$ cat config.mk
export PLATFORM = sky130hd
export DESIGN_NAME = trig_sched
export DESIGN_NICKNAME = d
export VERILOG_FILES = /design/src/rtl/trig_sched_pkg.sv /design/src/rtl/trig_sched_tbl.sv /design/src/rtl/trig_sched.sv
export SDC_FILE = /design/constraint.sdc
export NUM_CORES = 1
export LEC_CHECK = 0
export CORE_MARGIN = 2
export CORE_UTILIZATION = 59
export DETAILED_ROUTE_END_ITERATION = 10
export PLACE_DENSITY = 0.79
export SYNTH_ARGS = -nofsm -noshare
export SYNTH_HDL_FRONTEND = slang
export SYNTH_SLANG_ARGS = --single-unit
$ cat constraint.sdc
create_clock -name i_clk -period 4.6 [get_ports i_clk]
set_input_delay 0.69 -clock i_clk [delete_from_list [all_inputs] [get_ports i_clk]]
set_output_delay 0.69 -clock i_clk [all_outputs]
set_load 0.02 [all_outputs]
$ cat src/rtl/trig_sched_pkg.sv
// Shared types and constants for the LED trigger frame scheduler.
package trig_sched_pkg;

  typedef enum logic [1:0] {
    ST_IDLE  = 2'd0,
    ST_LOAD  = 2'd1,
    ST_ISSUE = 2'd2,
    ST_RUN   = 2'd3
  } state_e;

  // Parameter word layout as seen by the trigger generator. The scheduler
  // passes the word through untouched; the generator applies the clamp.
  localparam int unsigned PRM_W        = 32;
  localparam int unsigned PRM_MODE_BIT = 31;
  localparam int unsigned PRM_CNT_MSB  = 23;
  localparam logic [23:0] PRM_MIN_CNT  = 24'h3FF;

endpackage

$ cat src/rtl/trig_sched_tbl.sv
// Schedule table: DEPTH x DW register file, one write port and one
// registered read port. A read and a write to the same address on the same
// edge returns the old contents. Storage is intentionally not reset.
module trig_sched_tbl #(
  parameter int unsigned DEPTH = 8,
  parameter int unsigned AW    = 3,
  parameter int unsigned DW    = 48
) (
  input  logic          i_clk,
  input  logic          i_rst_n,
  input  logic          i_we,
  input  logic [AW-1:0] i_waddr,
  input  logic [DW-1:0] i_wdata,
  input  logic          i_re,
  input  logic [AW-1:0] i_raddr,
  output logic [DW-1:0] o_rdata
);

  logic [DW-1:0] mem_q [DEPTH];
  logic [DW-1:0] rdata_q, rdata_d;

  // Table storage write port.
  always_ff @(posedge i_clk) begin
    if (i_we) mem_q[i_waddr] <= i_wdata;
  end

  // Read data holds until the next read strobe.
  always_comb begin
    rdata_d = rdata_q;
    if (i_re) rdata_d = mem_q[i_raddr];
  end

  // Registered read port.
  always_ff @(posedge i_clk or negedge i_rst_n) begin
    if (!i_rst_n) rdata_q <= '0;
    else          rdata_q <= rdata_d;
  end

  assign o_rdata = rdata_q;

endmodule

$ cat src/rtl/trig_sched.sv
// Frame-level scheduler for the LED trigger generator: steps through a table
// of parameter words, holding each for a number of frames counted on rising
// edges of the generator head flag. One-shot or looping runs.
// Optional build macro TRIG_SCHED_FRAME_CNT_EN adds o_frame_cnt, a count of
// head-flag rising edges seen in RUN since the last start.
module trig_sched
  import trig_sched_pkg::*;
#(
  parameter int unsigned DEPTH   = 8,
  parameter int unsigned AW      = 3,
  parameter int unsigned DWELL_W = 16
) (
  input  logic               i_clk,
  input  logic               i_rst_n,
  input  logic               i_tbl_we,
  input  logic [AW-1:0]      i_tbl_addr,
  input  logic [31:0]        i_tbl_prm,
  input  logic [DWELL_W-1:0] i_tbl_dwell,
  input  logic [AW:0]        i_num_ent,
  input  logic               i_loop,
  input  logic               i_start,
  input  logic               i_stop,
  input  logic               i_head_flag,
  output logic               o_ena,
  output logic               o_prm_we,
  output logic [31:0]        o_prmeter,
  output logic [AW-1:0]      o_entry_idx,
  output logic               o_busy,
  output logic               o_done,
  output logic               o_err
`ifdef TRIG_SCHED_FRAME_CNT_EN
  ,
  output logic [31:0]        o_frame_cnt
`endif
);

  localparam int unsigned TW = PRM_W + DWELL_W;

  state_e             state_q, state_d;
  logic [AW-1:0]      idx_q, idx_d;
  logic [AW:0]        num_q, num_d;
  logic               loop_q, loop_d;
  logic [DWELL_W-1:0] cnt_q, cnt_d;
  logic               head_q, head_d;
  logic               ena_q, ena_d;
  logic               done_q, done_d;
  logic               err_q, err_d;

  logic               tbl_re;
  logic [TW-1:0]      tbl_rdata;
  logic [31:0]        rd_prm;
  logic [DWELL_W-1:0] rd_dwell;
  logic               head_rise;
  logic               num_ok;
  logic               is_last;

  trig_sched_tbl #(
    .DEPTH (DEPTH),
    .AW    (AW),
    .DW    (TW)
  ) u_tbl (
    .i_clk   (i_clk),
    .i_rst_n (i_rst_n),
    .i_we    (i_tbl_we),
    .i_waddr (i_tbl_addr),
    .i_wdata ({i_tbl_prm, i_tbl_dwell}),
    .i_re    (tbl_re),
    .i_raddr (idx_q),
    .o_rdata (tbl_rdata)
  );

  assign rd_prm    = tbl_rdata[DWELL_W +: PRM_W];
  assign rd_dwell  = tbl_rdata[DWELL_W-1:0];
  assign head_rise = i_head_flag & ~head_q;
  assign num_ok    = (i_num_ent != '0) && (i_num_ent <= (AW+1)'(DEPTH));
  assign is_last   = ({1'b0, idx_q} == (num_q - 1'b1));

  // Next-state, table sequencing and dwell counting. Stop overrides every
  // state, including a start presented in the same cycle.
  always_comb begin
    state_d = state_q;
    idx_d   = idx_q;
    num_d   = num_q;
    loop_d  = loop_q;
    cnt_d   = cnt_q;
    head_d  = i_head_flag;
    ena_d   = ena_q;
    done_d  = 1'b0;
    err_d   = 1'b0;
    tbl_re  = 1'b0;
    if (i_stop) begin
      state_d = ST_IDLE;
      ena_d   = 1'b0;
    end else begin
      case (state_q)
        ST_IDLE: begin
          if (i_start) begin
            if (num_ok) begin
              num_d   = i_num_ent;
              loop_d  = i_loop;
              idx_d   = '0;
              state_d = ST_LOAD;
            end else begin
              err_d = 1'b1;
            end
          end
        end
        ST_LOAD: begin
          tbl_re  = 1'b1;
          state_d = ST_ISSUE;
        end
        ST_ISSUE: begin
          cnt_d   = (rd_dwell == '0) ? DWELL_W'(1) : rd_dwell;
          ena_d   = 1'b1;
          state_d = ST_RUN;
        end
        ST_RUN: begin
          if (head_rise) begin
            cnt_d = cnt_q - 1'b1;
            if (cnt_q <= DWELL_W'(1)) begin
              if (!is_last) begin
                idx_d   = idx_q + 1'b1;
                state_d = ST_LOAD;
              end else if (loop_q) begin
                idx_d   = '0;
                state_d = ST_LOAD;
              end else begin
                done_d  = 1'b1;
                ena_d   = 1'b0;
                state_d = ST_IDLE;
              end
            end
          end
        end
        default: state_d = ST_IDLE;
      endcase
    end
  end

  // Scheduler state registers.
  always_ff @(posedge i_clk or negedge i_rst_n) begin
    if (!i_rst_n) begin
      state_q <= ST_IDLE;
      idx_q   <= '0;
      num_q   <= '0;
      loop_q  <= 1'b0;
      cnt_q   <= '0;
      head_q  <= 1'b0;
      ena_q   <= 1'b0;
      done_q  <= 1'b0;
      err_q   <= 1'b0;
    end else begin
      state_q <= state_d;
      idx_q   <= idx_d;
      num_q   <= num_d;
      loop_q  <= loop_d;
      cnt_q   <= cnt_d;
      head_q  <= head_d;
      ena_q   <= ena_d;
      done_q  <= done_d;
      err_q   <= err_d;
    end
  end

  // ena_q only rises at the end of ISSUE, so ISSUE itself is ORed in to
  // raise o_ena together with the first parameter write.
  assign o_ena       = ena_q | (state_q == ST_ISSUE);
  assign o_prm_we    = (state_q == ST_ISSUE);
  assign o_prmeter   = o_prm_we ? rd_prm : '0;
  assign o_entry_idx = idx_q;
  assign o_busy      = (state_q != ST_IDLE);
  assign o_done      = done_q;
  assign o_err       = err_q;

`ifdef TRIG_SCHED_FRAME_CNT_EN
  logic [31:0] fcnt_q, fcnt_d;

  // Frame counter: cleared on an accepted start, counts edges seen in RUN.
  always_comb begin
    fcnt_d = fcnt_q;
    if (state_q == ST_IDLE && i_start && !i_stop && num_ok) fcnt_d = '0;
    else if (state_q == ST_RUN && head_rise)                 fcnt_d = fcnt_q + 1'b1;
  end

  // Frame counter register.
  always_ff @(posedge i_clk or negedge i_rst_n) begin
    if (!i_rst_n) fcnt_q <= '0;
    else          fcnt_q <= fcnt_d;
  end

  assign o_frame_cnt = fcnt_q;
`endif

endmodule

==> metrics.txt, run 1 <==
kind of critical path=register to output pin; GRT overflow=0; Register Area=13500 um^2; Post-DP HPWL=19800 um; clk slew on worst S/H paths=60 ps; top-area cell type share of the netlist area=63.8%; all-layer global routing usage=23.9%; register area share after synthesis=74.5%; Residual DRC=0; Initial Util=59.6%; Die Area=32100 um^2; CORE AREA=30300 um^2; post-CTS setup buffers=0; die width=179 um; Final Max Slew Viols=0; Post-CTS Hold Buffers=0; first-pass GRT wire length=56000 um; RD Place Congestion=0.774; clk buf depth=3; layout cells sized above 1=17.5%; total number of vias=9216; Netlist cell types=49; vias per inst=6.08; mean routed wirelength per cell=24.2 um; I/O pin cnt=102; WL final=36700 um; status=finished, final reports clean; later-pin clock latency in the skew report=570 ps; top post-synthesis cells by area=edfxtp_1 64%, mux4_2 12%, dfrtp_1 11%, mux2i_1 2.9%, o21ai_0 1.8%; Lkg Pwr=0.00698 uW; RSZ-0062 raised after global routing=no; Sum Neg Setup Slack=0 ps; f_max=282 MHz; largest net degree at the start of global routing=97; Post-CTS Resized=0; mapped cell area=18100 um^2; clock root buffer=clkbuf_16; First-pass DRT Iterations=7; minimum clock period=3540 ps; critical path required time=3910 ps; final hold viol count=0; critical path endpoint category=output pin; Synth Register Bits=462; Slew headroom=29.4%; post-route ant nets=0; part of the cycle the worst path needs=77.0%; top_reg_cell synth=edfxtp_1; Critical Path AT=2850 ps; initial antenna violation count=0; Tightest Hold Check Type=input pin to asynchronous set/reset pin; Fill cells=1869; CP Max Fanout=19; ANT cells=0; MaxCap Viol Count=0; Setup violations, final=0; VDD IR-drop max=324 uV; Die Y=179 um; post-synth top area cell=edfxtp_1; nets=1152; First DRT Iteration DRCs=798; Synth warnings=0; vias in the first global route=9574; CP Launch Type=register; CTS tree=done; syn_nets=1033; Clock Sinks=462; non-filler cells, final=1515; placed cells=1429; average size of a mapped cell=18.8 um^2; Area Growth Syn to Fin=16.8%; EDFF count, synth=384; worst-margin pin slew=1060 ps; number of port buffers=101; CTS buffer count=46; async set or reset register ratio after synthesis=16.9%; count leader, synth=edfxtp_1; row count=64; worst clock skew=30.2 ps; Cell Pwr Density=486 nW/um^2; Post-synth top cells=384 x edfxtp_1, 96 x mux4_2, 78 x dfrtp_1; Syn Inst Count=962; Multi-input gate area=4420 um^2; htree depth=2
worst max-delay path, cell delays in order (launching register included):
cell	delay [ps]
dfrtp_1	410
inv_1	130
ha_1	560
buf_4	390
and2_1	190
clkdlybuf4s50_1	610
where the power goes:
group	internal, uW	switching, uW	total, uW	leakage (uW)
clock network	2160	1540	3700	0.000731
registers	4960	304	5260	0.00446
logic	610	711	1320	0.00179
total	7730	2550	10300	0.00698
layout by cell type (no fill, tap or decap), types with 4 or more instances in the layout:
cell,n
ha_1,9
clkinv_2,6
mux4_2,96
nor2_1,13
clkinv_1,7
and2_1,33
inv_1,13
nor2_4,6
nand3_1,6
nor4_1,5
and3_1,5
bufinv_16,4
clkdlybuf4s50_1,100
o21ai_0,66
dfrtp_1,75
edfxtp_1,384
nor3_1,8
mux2i_1,53
buf_4,18
o22ai_1,7
nand2_1,64
clkbuf_1,16
clkbuf_16,47
a21oi_1,13
nand2b_1,5
per-layer routing:
layer | track usage [%] | wire length [um] | part of all wire, %
met1 | 30.7 | 14200 | 39
met2 | 42.2 | 19500 | 53
met3 | 3.63 | 2110 | 5.7
met4 | 7.80 | 807 | 2.2
met5 | 0 | 0 | 0
path summary, 6_finish.rpt:
check	slack (ps)	from	end	depth (start not counted)
max	1060	state_q[0]	o_prmeter[30]	5
min	130	i_rst_n	u_tbl.o_rdata[26]	1
max reg2reg	1620	cnt_q[10]	o_entry_idx[1]	6
min reg2reg	480	u_tbl.o_rdata[24]	u_tbl.o_rdata[24]	2
max in group asynchronous	3420	i_rst_n	state_q[0]	2
min in group i_clk	480	u_tbl.o_rdata[24]	u_tbl.o_rdata[24]	2
through the flow:
stage | power (uW) | instance area (um^2) | hold WS, ps | utilization [%] | setup slack, ps
final | 10300 | 21100 | 132 | 69.6 | 1060
after global routing | 10700 | 21100 | 169 | 69.6 | 866
after CTS | 10400 | 21100 | 136 | 69.6 | 955
after detailed placement | 6650 | 19600 | 466 | 64.6 | 1570
after global placement | 6590 | 19600 | 458 | 64.6 | 1660
after floorplan | 6140 | 18100 | 394 | - | 24.5
state kept, by name, summed over array words and instances (netlist names):
signal	cells
num_q	4
cnt_q	16
ena_q	1
loop_q	1
head_q	1
u_tbl.o_rdata	48
state_q	2
u_tbl.mem_q	384
o_entry_idx	3
o_done	1
o_err	1
area by class of cell:
type                            instances  share of cell area (%)
Clock buffer                           65                    5.98
Clock inverter                         21                    1.20
Inverter                               13                   0.231
Multi-Input combinational cell        439                    20.9
Sequential cell                       462                    63.9
Tap cell                              396                    2.34
Timing Repair Buffer                  119                    5.47
cell families (layout without fill, tap and decap cells):
group / after synthesis / in the layout / synth area share [%]
and+or+nand+nor: 165 / 165 / 4.60
muxes: 154 / 154 / 15.2
DFF: 462 / 462 / 74.5
xor gates and xnor gates: 4 / 4 / 0.194
adders and majority gates: 9 / 9 / 0.623
buffers and inverters: 61 / 218 / 1.40
AOI/OAI and AO/OA: 107 / 107 / 3.44
Note: power is estimated with default switching activity, not from simulation.
==> run 2: changes to the inputs <==
- clock period: 4.6 -> 3.66 ns (I/O delays scaled with it)
==> run 2 against run 1 <==
Net effect:
- sequential cell count is the same
- non-clock buffer count rose by 6
- final cell count is 0.26% higher
- sequential share of layout area down 0.064 points
- core utilization grew 0.070 points
- first-iteration DRC count up 18%
- hold slack better by 7.0 ps
- combinational power is 30% higher
- via count grew 1.9%
- critical path type unchanged
- largest cell class unchanged
==> metrics.txt, run 2 (synthesis results as in run 1) <==
status=finished, final reports clean; f_max=312 MHz; Final Max Slew Viols=0 (unchanged); MaxCap Viol Count=0 (unchanged); GRT overflow=0 (unchanged); die width=179 um (unchanged); post-route ant nets=0 (unchanged); Die Y=179 um (unchanged); Post-Route M1 WL=14900 um (+4.5%); minimum clock period=3210 ps; vias per inst=6.18 (+1.6%); worst-margin pin slew=1080 ps (+22.0 ps); I/O pin cnt=102 (unchanged); metal3 WL=2460 um (+17%); Finished Cell Area=21200 um^2 (+0.10%); CORE AREA=30300 um^2 (unchanged); initial antenna violation count=1 (+1); layout cells sized above 1=17.7% (+0.22 points); CP Launch Type=register; RD Place Congestion=0.810 (+4.7%); WL final=37100 um (+1.0%); Top reg by flops=u_tbl.mem_q; worst clock skew=20.8 ps (-9.35 ps); First-pass DRT Iterations=5 (-2); First DRT Iteration DRCs=938 (+18%); critical path endpoint category=output pin; part of the cycle the worst path needs=87.7%; VDD IR-drop max=414 uV (+28%); row count=64 (unchanged); clock root buffer=clkbuf_16; vias in the first global route=9820 (+2.6%); total number of vias=9389 (+1.9%); clk slew on worst S/H paths=60 ps (about the same); Initial Util=59.6% (unchanged); first-pass GRT wire length=56400 um (+0.75%); later-pin clock latency in the skew report=540 ps (-30 ps); CP Max Fanout=14 (-5); RSZ-0062 raised after global routing=no; Post-DP HPWL=19600 um (-0.66%); number of port buffers=101 (unchanged); Area Growth Syn to Fin=16.9%; Setup violations, final=0 (unchanged); Post-Place Setup Slack=696 ps (-872 ps); all-layer global routing usage=24.0% (+0.13 points); Die Area=32100 um^2 (unchanged); Slew headroom=27.9% (-1.5 points); final hold viol count=0 (unchanged); top sig layer=met5; Cell Pwr Density=601 nW/um^2 (+24%); critical path required time=3110 ps (-800 ps); commonest non-fill, non-tap cell in the layout=edfxtp_1; most frequent cells in the layout=384 x edfxtp_1, 100 x clkdlybuf4s50_1, 96 x mux4_2, 75 x dfrtp_1, 66 x o21ai_0; htree depth=2 (unchanged); kind of critical path=register to output pin; Tightest Hold Check Type=input pin to asynchronous set/reset pin; Residual DRC=0 (unchanged); mean routed wirelength per cell=24.4 um (+0.73%); nets=1157 (+0.43%); Post-CTS Hold Buffers=0 (unchanged); CTS tree=done; DP Area=19800 um^2 (+0.71%); Clock Sinks=462 (unchanged); max FFs per register=384 (unchanged); Sum Neg Setup Slack=0 ps (unchanged); Critical Path AT=2660 ps (-190 ps); Lkg Pwr=0.00699 uW (about the same); final worst slack=451 ps (-608 ps); DR WL met2=18900 um (-3.2%); clk buf depth=3 (unchanged); CTS buffer count=45 (-2.2%); largest net degree at the start of global routing=100 (+3.1%)
-- run 2: critical path: stages (launching register included) --
cell,delay (ps)
dfrtp_1,420
inv_1,150
ha_2,540
buf_4,260
and2_1,140
clkdlybuf4s50_1,610
-- run 2: path summary, 6_finish.rpt --
kind	startpoint	end	slack (ps)	depth (start not counted)
setup / recovery	state_q[0]	o_prmeter[1]	450	5
hold / removal	i_rst_n	u_tbl.o_rdata[19]	140	1
setup reg to reg	cnt_q[11]	o_entry_idx[1]	700	6
hold reg to reg	u_tbl.o_rdata[42]	u_tbl.o_rdata[42]	480	2
max in group asynchronous	i_rst_n	cnt_q[7]	2700	2
min in group i_clk	u_tbl.o_rdata[42]	u_tbl.o_rdata[42]	480	2
-- run 2: area by class of cell --
type / instances / area (um^2)
Clock inverter: 25 / 199
Antenna cell: 1 / 2.50
Sequential cell: 462 / 13500
Tap cell: 396 / 495
Timing Repair Buffer: 125 / 1290
Inverter: 13 / 48.8
Fill cell: 1806 / 9200
Multi-Input combinational cell: 439 / 4430
Clock buffer: 58 / 1190
-- run 2: metal layers --
layer | vias to the layer above | global-route usage (%)
li1 | 4098 | -
met5 | - | 0
met1 | 4860 | 32.2
met4 | 2 | 7.46
met2 | 373 | 40.7
met3 | 56 | 4.22
-- run 2: power breakdown --
group / switching [uW] / internal [uW]
Combinational: 923 / 788
Sequential: 379 / 6230
Clock: 1880 / 2520
-- run 2: repair_timing --
action,4_1_cts,5_1_grt
setup buffers,0,0
endpoints found under the setup margin,0,1
gates resized for setup,0,1
-- run 2: per-stage QoR --
step,instances,util [%],hold slack [ps],power [uW]
2_1_floorplan,962,-,253,7720
5_1_grt,1518,69.7,191,13200
3_3_place_gp,1435,65.1,458,8310
6_report,1519,69.7,139,12700
4_1_cts,1518,69.7,161,12800
3_5_place_dp,1435,65.1,467,8400
==> run 3: changes to the inputs <==
- SLEW_MARGIN: default -> 20
==> results of run 3 <==
No change in the layout: final DEF, timing and power equal those of run 2.
